**config.mk**
```make
export PLATFORM = sky130hd
export DESIGN_NAME = instr_mem_responder
export DESIGN_NICKNAME = d
export VERILOG_FILES = /design/src/rtl/instr_mem_pkg.sv /design/src/rtl/instr_mem_delay_line.sv /design/src/rtl/instr_mem_responder.sv
export SDC_FILE = /design/constraint.sdc
export NUM_CORES = 1
export LEC_CHECK = 0
export CAP_MARGIN = 5
export CELL_PAD_IN_SITES_DETAIL_PLACEMENT = 1
export CELL_PAD_IN_SITES_GLOBAL_PLACEMENT = 1
export CORE_ASPECT_RATIO = 1.75
export CORE_MARGIN = 4
export CORE_UTILIZATION = 10
export CTS_BUF_LIST = sky130_fd_sc_hd__clkbuf_16
export DETAILED_ROUTE_END_ITERATION = 6
export HOLD_SLACK_MARGIN = 0.15
export PLACE_DENSITY = 0.88
export SYNTH_ARGS = -nofsm -noshare
export SYNTH_HDL_FRONTEND = slang
export SYNTH_SLANG_ARGS = --single-unit
export TNS_END_PERCENT = 20
```
**constraint.sdc**
```tcl
create_clock -name clk -period 1.6 [get_ports clk]
set_clock_uncertainty 0.05 [all_clocks]
set_input_delay 0.16 -clock clk [delete_from_list [all_inputs] [get_ports clk]]
set_output_delay 0.16 -clock clk [all_outputs]
set_load 0.05 [all_outputs]
```
**src/rtl/instr_mem_pkg.sv**
```systemverilog
// Shared types and constants for the instruction-memory responder.
// Contents:
//   instr_rsp_t  - one response beat (data word plus error flag)
//   LFSR_*       - seed/taps of the optional grant-throttle LFSR
//   *_MIN/*_MAX  - legal ranges for the responder parameters
//   lfsr_next()  - one step of the throttle LFSR
package instr_mem_pkg;

    typedef struct packed {
        logic [31:0] rdata;
        logic        err;
    } instr_rsp_t;

    // x^8 + x^6 + x^5 + x^4 + 1, Fibonacci form: taps on bits 7, 5, 4, 3.
    localparam logic [7:0] LFSR_SEED = 8'hA5;
    localparam logic [7:0] LFSR_TAPS = 8'hB8;

    localparam int unsigned LATENCY_MAX         = 7;
    localparam int unsigned MAX_OUTSTANDING_MIN = 1;
    localparam int unsigned MAX_OUTSTANDING_MAX = 8;

    function automatic logic [7:0] lfsr_next(input logic [7:0] state);
        return {state[6:0], ^(state & LFSR_TAPS)};
    endfunction

endpackage

```
**src/rtl/instr_mem_delay_line.sv**
```systemverilog
// Fixed-depth delay for response beats (valid + instr_rsp_t).
// Ports:
//   clk, rstn          - clock, asynchronous active-low reset (clears all valid bits)
//   valid_i/rdata_i/err_i - beat entering the line
//   valid_o/rdata_o/err_o - beat leaving the line DEPTH cycles later
// DEPTH = 0 makes the line a combinational pass-through.
module instr_mem_delay_line
    import instr_mem_pkg::*;
#(
    parameter int unsigned DEPTH = 0
) (
    input  logic        clk,
    input  logic        rstn,
    input  logic        valid_i,
    input  logic [31:0] rdata_i,
    input  logic        err_i,
    output logic        valid_o,
    output logic [31:0] rdata_o,
    output logic        err_o
);

    if (DEPTH == 0) begin : g_pass
        logic unused_clk_rst;
        assign unused_clk_rst = clk ^ rstn;

        assign valid_o = valid_i;
        assign rdata_o = rdata_i;
        assign err_o   = err_i;
    end else begin : g_shift
        logic [DEPTH-1:0] valid_q, valid_d;
        instr_rsp_t       rsp_q [DEPTH];
        instr_rsp_t       rsp_d [DEPTH];

        always_comb begin
            valid_d[0] = valid_i;
            rsp_d[0]   = '{rdata: rdata_i, err: err_i};
            for (int i = 1; i < int'(DEPTH); i++) begin
                valid_d[i] = valid_q[i-1];
                rsp_d[i]   = rsp_q[i-1];
            end
        end

        always_ff @(posedge clk or negedge rstn) begin
            if (!rstn) begin
                valid_q <= '0;
                for (int i = 0; i < int'(DEPTH); i++) begin
                    rsp_q[i] <= '0;
                end
            end else begin
                valid_q <= valid_d;
                for (int i = 0; i < int'(DEPTH); i++) begin
                    rsp_q[i] <= rsp_d[i];
                end
            end
        end

        assign valid_o = valid_q[DEPTH-1];
        assign rdata_o = rsp_q[DEPTH-1].rdata;
        assign err_o   = rsp_q[DEPTH-1].err;
    end

endmodule

```
**src/rtl/instr_mem_responder.sv**
```systemverilog
// Responder side of the instruction-fetch bus in front of a synchronous word RAM.
// Grants requests, reads the RAM, and returns data (or an error for out-of-range
// addresses) 1+LATENCY cycles after the accepting cycle, strictly in grant order.
// Ports:
//   clk, rstn                  - clock, asynchronous active-low reset
//   instr_req_i, instr_addr_i  - fetch request and byte address
//   instr_gnt_o                - request accepted this cycle
//   instr_rvalid_o/rdata_o/err_o - response beat (data/err are 0 when rvalid is 0)
//   mem_en_o, mem_addr_o       - RAM read enable and word address
//   mem_rdata_i                - RAM data, valid the cycle after mem_en_o
// Parameters: MEM_WORDS (RAM depth), LATENCY (0..7), MAX_OUTSTANDING (1..8).
// Optional macro INSTR_MEM_GNT_THROTTLE_EN: withholds grants pseudo-randomly using
// an 8-bit LFSR seeded from reset.
module instr_mem_responder
    import instr_mem_pkg::*;
#(
    parameter int unsigned MEM_WORDS       = 1024,
    parameter int unsigned LATENCY         = 0,
    parameter int unsigned MAX_OUTSTANDING = 2
) (
    input  logic                         clk,
    input  logic                         rstn,
    input  logic                         instr_req_i,
    input  logic [31:0]                  instr_addr_i,
    output logic                         instr_gnt_o,
    output logic [31:0]                  instr_rdata_o,
    output logic                         instr_err_o,
    output logic                         instr_rvalid_o,
    output logic                         mem_en_o,
    output logic [$clog2(MEM_WORDS)-1:0] mem_addr_o,
    input  logic [31:0]                  mem_rdata_i
);

    localparam int unsigned AW    = $clog2(MEM_WORDS);
    localparam int unsigned CNT_W = $clog2(MAX_OUTSTANDING + 1);
    localparam logic [32:0] ADDR_LIMIT = 33'(MEM_WORDS) * 33'd4;

    logic             in_range;
    logic             accept;
    logic             retire;
    logic             slot_free;
    logic             gnt_allow;
    logic [CNT_W-1:0] count_q, count_d;

    // Beat in the RAM read cycle (one cycle after acceptance).
    logic             rd_valid_q, rd_valid_d;
    logic             rd_err_q, rd_err_d;
    logic [31:0]      rd_rdata;

    logic             dl_valid;
    logic [31:0]      dl_rdata;
    logic             dl_err;

    assign in_range = ({1'b0, instr_addr_i} < ADDR_LIMIT);

`ifdef INSTR_MEM_GNT_THROTTLE_EN
    logic [7:0] lfsr_q, lfsr_d;

    assign lfsr_d    = lfsr_next(lfsr_q);
    assign gnt_allow = lfsr_q[0];

    always_ff @(posedge clk or negedge rstn) begin
        if (!rstn) begin
            lfsr_q <= LFSR_SEED;
        end else begin
            lfsr_q <= lfsr_d;
        end
    end
`else
    assign gnt_allow = 1'b1;
`endif

    // A slot freed by the response leaving this cycle may be reused in the same
    // cycle, which is what lets MAX_OUTSTANDING >= LATENCY+1 run at full rate.
    assign retire      = dl_valid;
    assign slot_free   = (count_q < CNT_W'(MAX_OUTSTANDING)) | retire;
    assign instr_gnt_o = instr_req_i & slot_free & gnt_allow;
    assign accept      = instr_gnt_o;

    // addr[1:0] ignored: a halfword-aligned PC reads its containing word.
    assign mem_en_o   = accept & in_range;
    assign mem_addr_o = instr_addr_i[AW+1:2];

    always_comb begin
        rd_valid_d = accept;
        rd_err_d   = accept & ~in_range;
    end

    // Out-of-range beats never enabled the RAM, so its output is masked to 0.
    assign rd_rdata = (rd_valid_q & ~rd_err_q) ? mem_rdata_i : 32'h0;

    always_comb begin
        count_d = count_q;
        unique case ({accept, retire})
            2'b10:   count_d = count_q + CNT_W'(1);
            2'b01:   count_d = count_q - CNT_W'(1);
            default: count_d = count_q;
        endcase
    end

    always_ff @(posedge clk or negedge rstn) begin
        if (!rstn) begin
            count_q    <= '0;
            rd_valid_q <= 1'b0;
            rd_err_q   <= 1'b0;
        end else begin
            count_q    <= count_d;
            rd_valid_q <= rd_valid_d;
            rd_err_q   <= rd_err_d;
        end
    end

    instr_mem_delay_line #(
        .DEPTH (LATENCY)
    ) u_delay_line (
        .clk     (clk),
        .rstn    (rstn),
        .valid_i (rd_valid_q),
        .rdata_i (rd_rdata),
        .err_i   (rd_err_q),
        .valid_o (dl_valid),
        .rdata_o (dl_rdata),
        .err_o   (dl_err)
    );

    assign instr_rvalid_o = dl_valid;
    assign instr_rdata_o  = dl_valid ? dl_rdata : 32'h0;
    assign instr_err_o    = dl_valid & dl_err;

endmodule

```
==> results by group <==
Synthesis
  • Share of synthesized cell area in full adder, half adder and majority cells: 0.0233
  • Number of synthesized register bits: 4
  • Synthesis warning total: 0
  • Cell Area, Synth: 538 sq um
  • Post-synthesis average cell area: 7.91 sq um
  • Seq/Total Area, Yosys: 0.186
  • Xor-xnor portion of the synthesized cell area: 0.0488
  • Main combinational cell family by area after synthesis: simple AND/OR/NAND/NOR gates
  • Post-Syn Nets: 136
  • Synth unique cells: 16
  • Share of cell area taken by muxes after synthesis: 0
  • Fraction of the mapped netlist area in simple logic gates: 0.533
  • Synthesized-area fraction occupied by ao, oa, aoi and oai cells: 0.0279
  • Cells after synthesis: 68

Finish
  • Most common library cell in the layout ignoring fill and taps: clkdlybuf4s50_1
  • Antenna Diode Count: 0
  • Final standard cell area without fillers: 1890 sq um
  • Top library cells by usage in the layout, fill and taps aside: clkdlybuf4s50_1 (50), buf_12 (35), and2_1 (33)
  • Count of nets after finishing: 223
  • Sequential cell area: 101 sq um
  • Layout cells sized above 1: 0.318
  • Fillcell total: 564
  • Multi-input gate area in the final layout: 368 sq um
  • Synth-to-layout area growth: 252%

Setup path
  • Sort of element at the start of the critical path: primary input
  • Bufs and invs on worst path: 2
  • CP Max Fanout: 2
  • Highest-delay cell along the critical path: clkdlybuf4s50_1
  • Data required time of the worst path: 1.39 ns
  • Critical path class: in -> out
  • Gate family responsible for the most delay along the worst path: simple AND/OR/NAND/NOR gates
  • Maximum cell stage delay along the critical path: 0.41 ns
  • Cell breakdown of the critical path: clkdlybuf4s50_1 -> nor4_2 -> nand3_1 -> nor3_4 -> buf_12
  • Endpoint type of the worst setup path: output port
  • Arrival time at the worst endpoint: 1.38 ns

Placed design
  • Estimated wirelength of the detail-placed design: 2410 um
  • Post-Place Worst Slack: -0.120 ns
  • Count of input and output buffers: 90
  • Final GP Congestion: 0.663
  • Cell area after placement: 1780 sq um

Global route
  • GRT Overall Usage: 0.0747
  • GR Overflow Total: 0
  • Antenna violations before repair: 0
  • Number of global-route vias before repair: 794
  • Global-route wire length before repair: 3910 um
  • Pin count of the biggest net entering global routing: 33

Power
  • PD cells: 336 nW/um^2
  • Cell leakage power: 0.783 nW
  • Maximum ir drop on the vdd rail: 0.572 mV
  • Overall power after layout: 0.637 mW

STA
  • Highest attainable clock frequency: 629 MHz
  • Unrepaired setup endpoints after global routing: true
  • Min Tclk post-route: 1.59 ns
  • Finish-stage setup viols: 0
  • Final worst-path cycle share: 0.994
  • Final hold violation count: 0
  • Max-Slew Margin vs Limit: 0.815
  • Slew @ Worst Pin: 0.276 ns
  • Final setup slack of the worst path: 0.00953 ns
  • Summed negative setup slack over all endpoints: 0 ns
  • Number of pins exceeding their max-slew limit in the final report: 0

CTS
  • Clock Latency Late Sink: 0.22 ns
  • Clock tree root driver cell: clkbuf_16
  • Clock sink count: 4
  • TritonCTS clock tree: done
  • Maximum level of the CTS H-tree: 1
  • Total CTS buffers: 3
  • Longest Clk Path Bufs: 2

Route
  • Number of detailed-routing iterations run before antenna repair: 2
  • Detailed Route WL: 2960 um
  • Routed vias/inst: 3.90
  • 1st-iter DRT viols: 11
  • DR DRC count: 0
  • Count of vias placed by the detailed router: 816
  • Number of routed nets with antenna violations: 0
  • DR WL/cell: 14.1 um

Run status
  • Status: finished, final reports clean

Hold path
  • Hold/Removal Path Class: in -> out

Floorplanning
  • I/O pin count: 113
  • Width of the die: 63.4 um
  • Effective utilization at floorplan: 0.102
  • Vertical extent of the die: 105 um
  • DIE AREA: 6660 sq um
  • Row cnt: 35
  • Total core area: 5260 sq um

Run
  • Number of maximum-capacitance violations: 0
layout make-up:
cell class / instances / share of cell area
clock inverter: 1 / 0.00198
clock buffer: 3 / 0.0397
sequential: 4 / 0.0535
timing repair buffer: 93 / 0.670
tap: 55 / 0.0364
inverter: 2 / 0.00397
multi-input combinational: 51 / 0.194
metrics by stage:
stage / util / hold slack [ns] / std cells
floorplan: - / -0.186 / 68
global placement: 0.339 / 0.270 / 201
detailed placement: 0.339 / 0.270 / 201
CTS: 0.357 / 0.270 / 207
global route: 0.360 / 0.270 / 209
finish: 0.360 / 0.270 / 209
synth_stat cells, drive strengths merged:
master | instances | area share
and2 | 33 | 0.38
buf | 10 | 0.14
nor4 | 5 | 0.093
dfrtp | 4 | 0.19
clkbuf | 3 | 0.028
xnor2 | 3 | 0.049
inv | 2 | 0.014
and2b | 1 | 0.014
ha | 1 | 0.023
nand2 | 1 | 0.0070
nand3 | 1 | 0.0093
nor2 | 1 | 0.0070
nor3 | 1 | 0.019
o21ai | 1 | 0.0093
o21ba | 1 | 0.019
final timing paths:
kind,start,endpoint,slack [ns],depth (start not counted)
hold / removal,instr_addr_i[5],mem_addr_o[3],0.27,0
setup / recovery,instr_addr_i[24],mem_en_o,0.01,5
hold reg to reg,count_q[0],count_q[0],0.44,1
setup reg to reg,rd_valid_q,count_q[1],0.14,4
min in group asynchronous,rstn,count_q[1],0.65,2
max in group asynchronous,rstn,rd_valid_q,0.65,2
sequential cells by signal, summed over array words and instances (netlist names):
register / flops
count_q: 2
rd_valid_q: 1
rd_err_q: 1
layer usage:
metal,vias to the layer above,GRT usage,wire length (um)
met3,2,0.0183,263
met1,367,0.0822,1070
met5,-,0,0
met2,70,0.138,1610
li1,377,-,-
met4,0,0.0201,19
cells by family (layout without fill, tap and decap cells):
| family | after synthesis | count (layout) |
|---|---|---|
| adder cells (fa/ha/maj) | 1 | 1 |
| flip-flops | 4 | 4 |
| AO/OA/AOI/OAI | 2 | 2 |
| buffers and inverters | 15 | 99 |
| AND/OR/NAND/NOR | 43 | 45 |
| XOR/XNOR | 3 | 3 |
report_power, final:
part | internal [mW] | leakage, nW | switching [mW]
Combinational | 0.115 | 0.691 | 0.0224
Clock | 0.323 | 0.0423 | 0.0751
Sequential | 0.102 | 0.0490 | 0
Total | 0.539 | 0.783 | 0.0975
what timing repair did:
| item | in CTS | in global routing |
|---|---|---|
| cloned | 0 | 2 |
| hold buffers | 1 | 0 |
| setup endpoints to repair | 33 | 33 |
| buffers inserted | 1 | 0 |
| pin swaps | 4 | 1 |
| hold endpoints to repair | 4 | 0 |
| resized for setup | 6 | 3 |
Power figures use the tool's default switching activity.
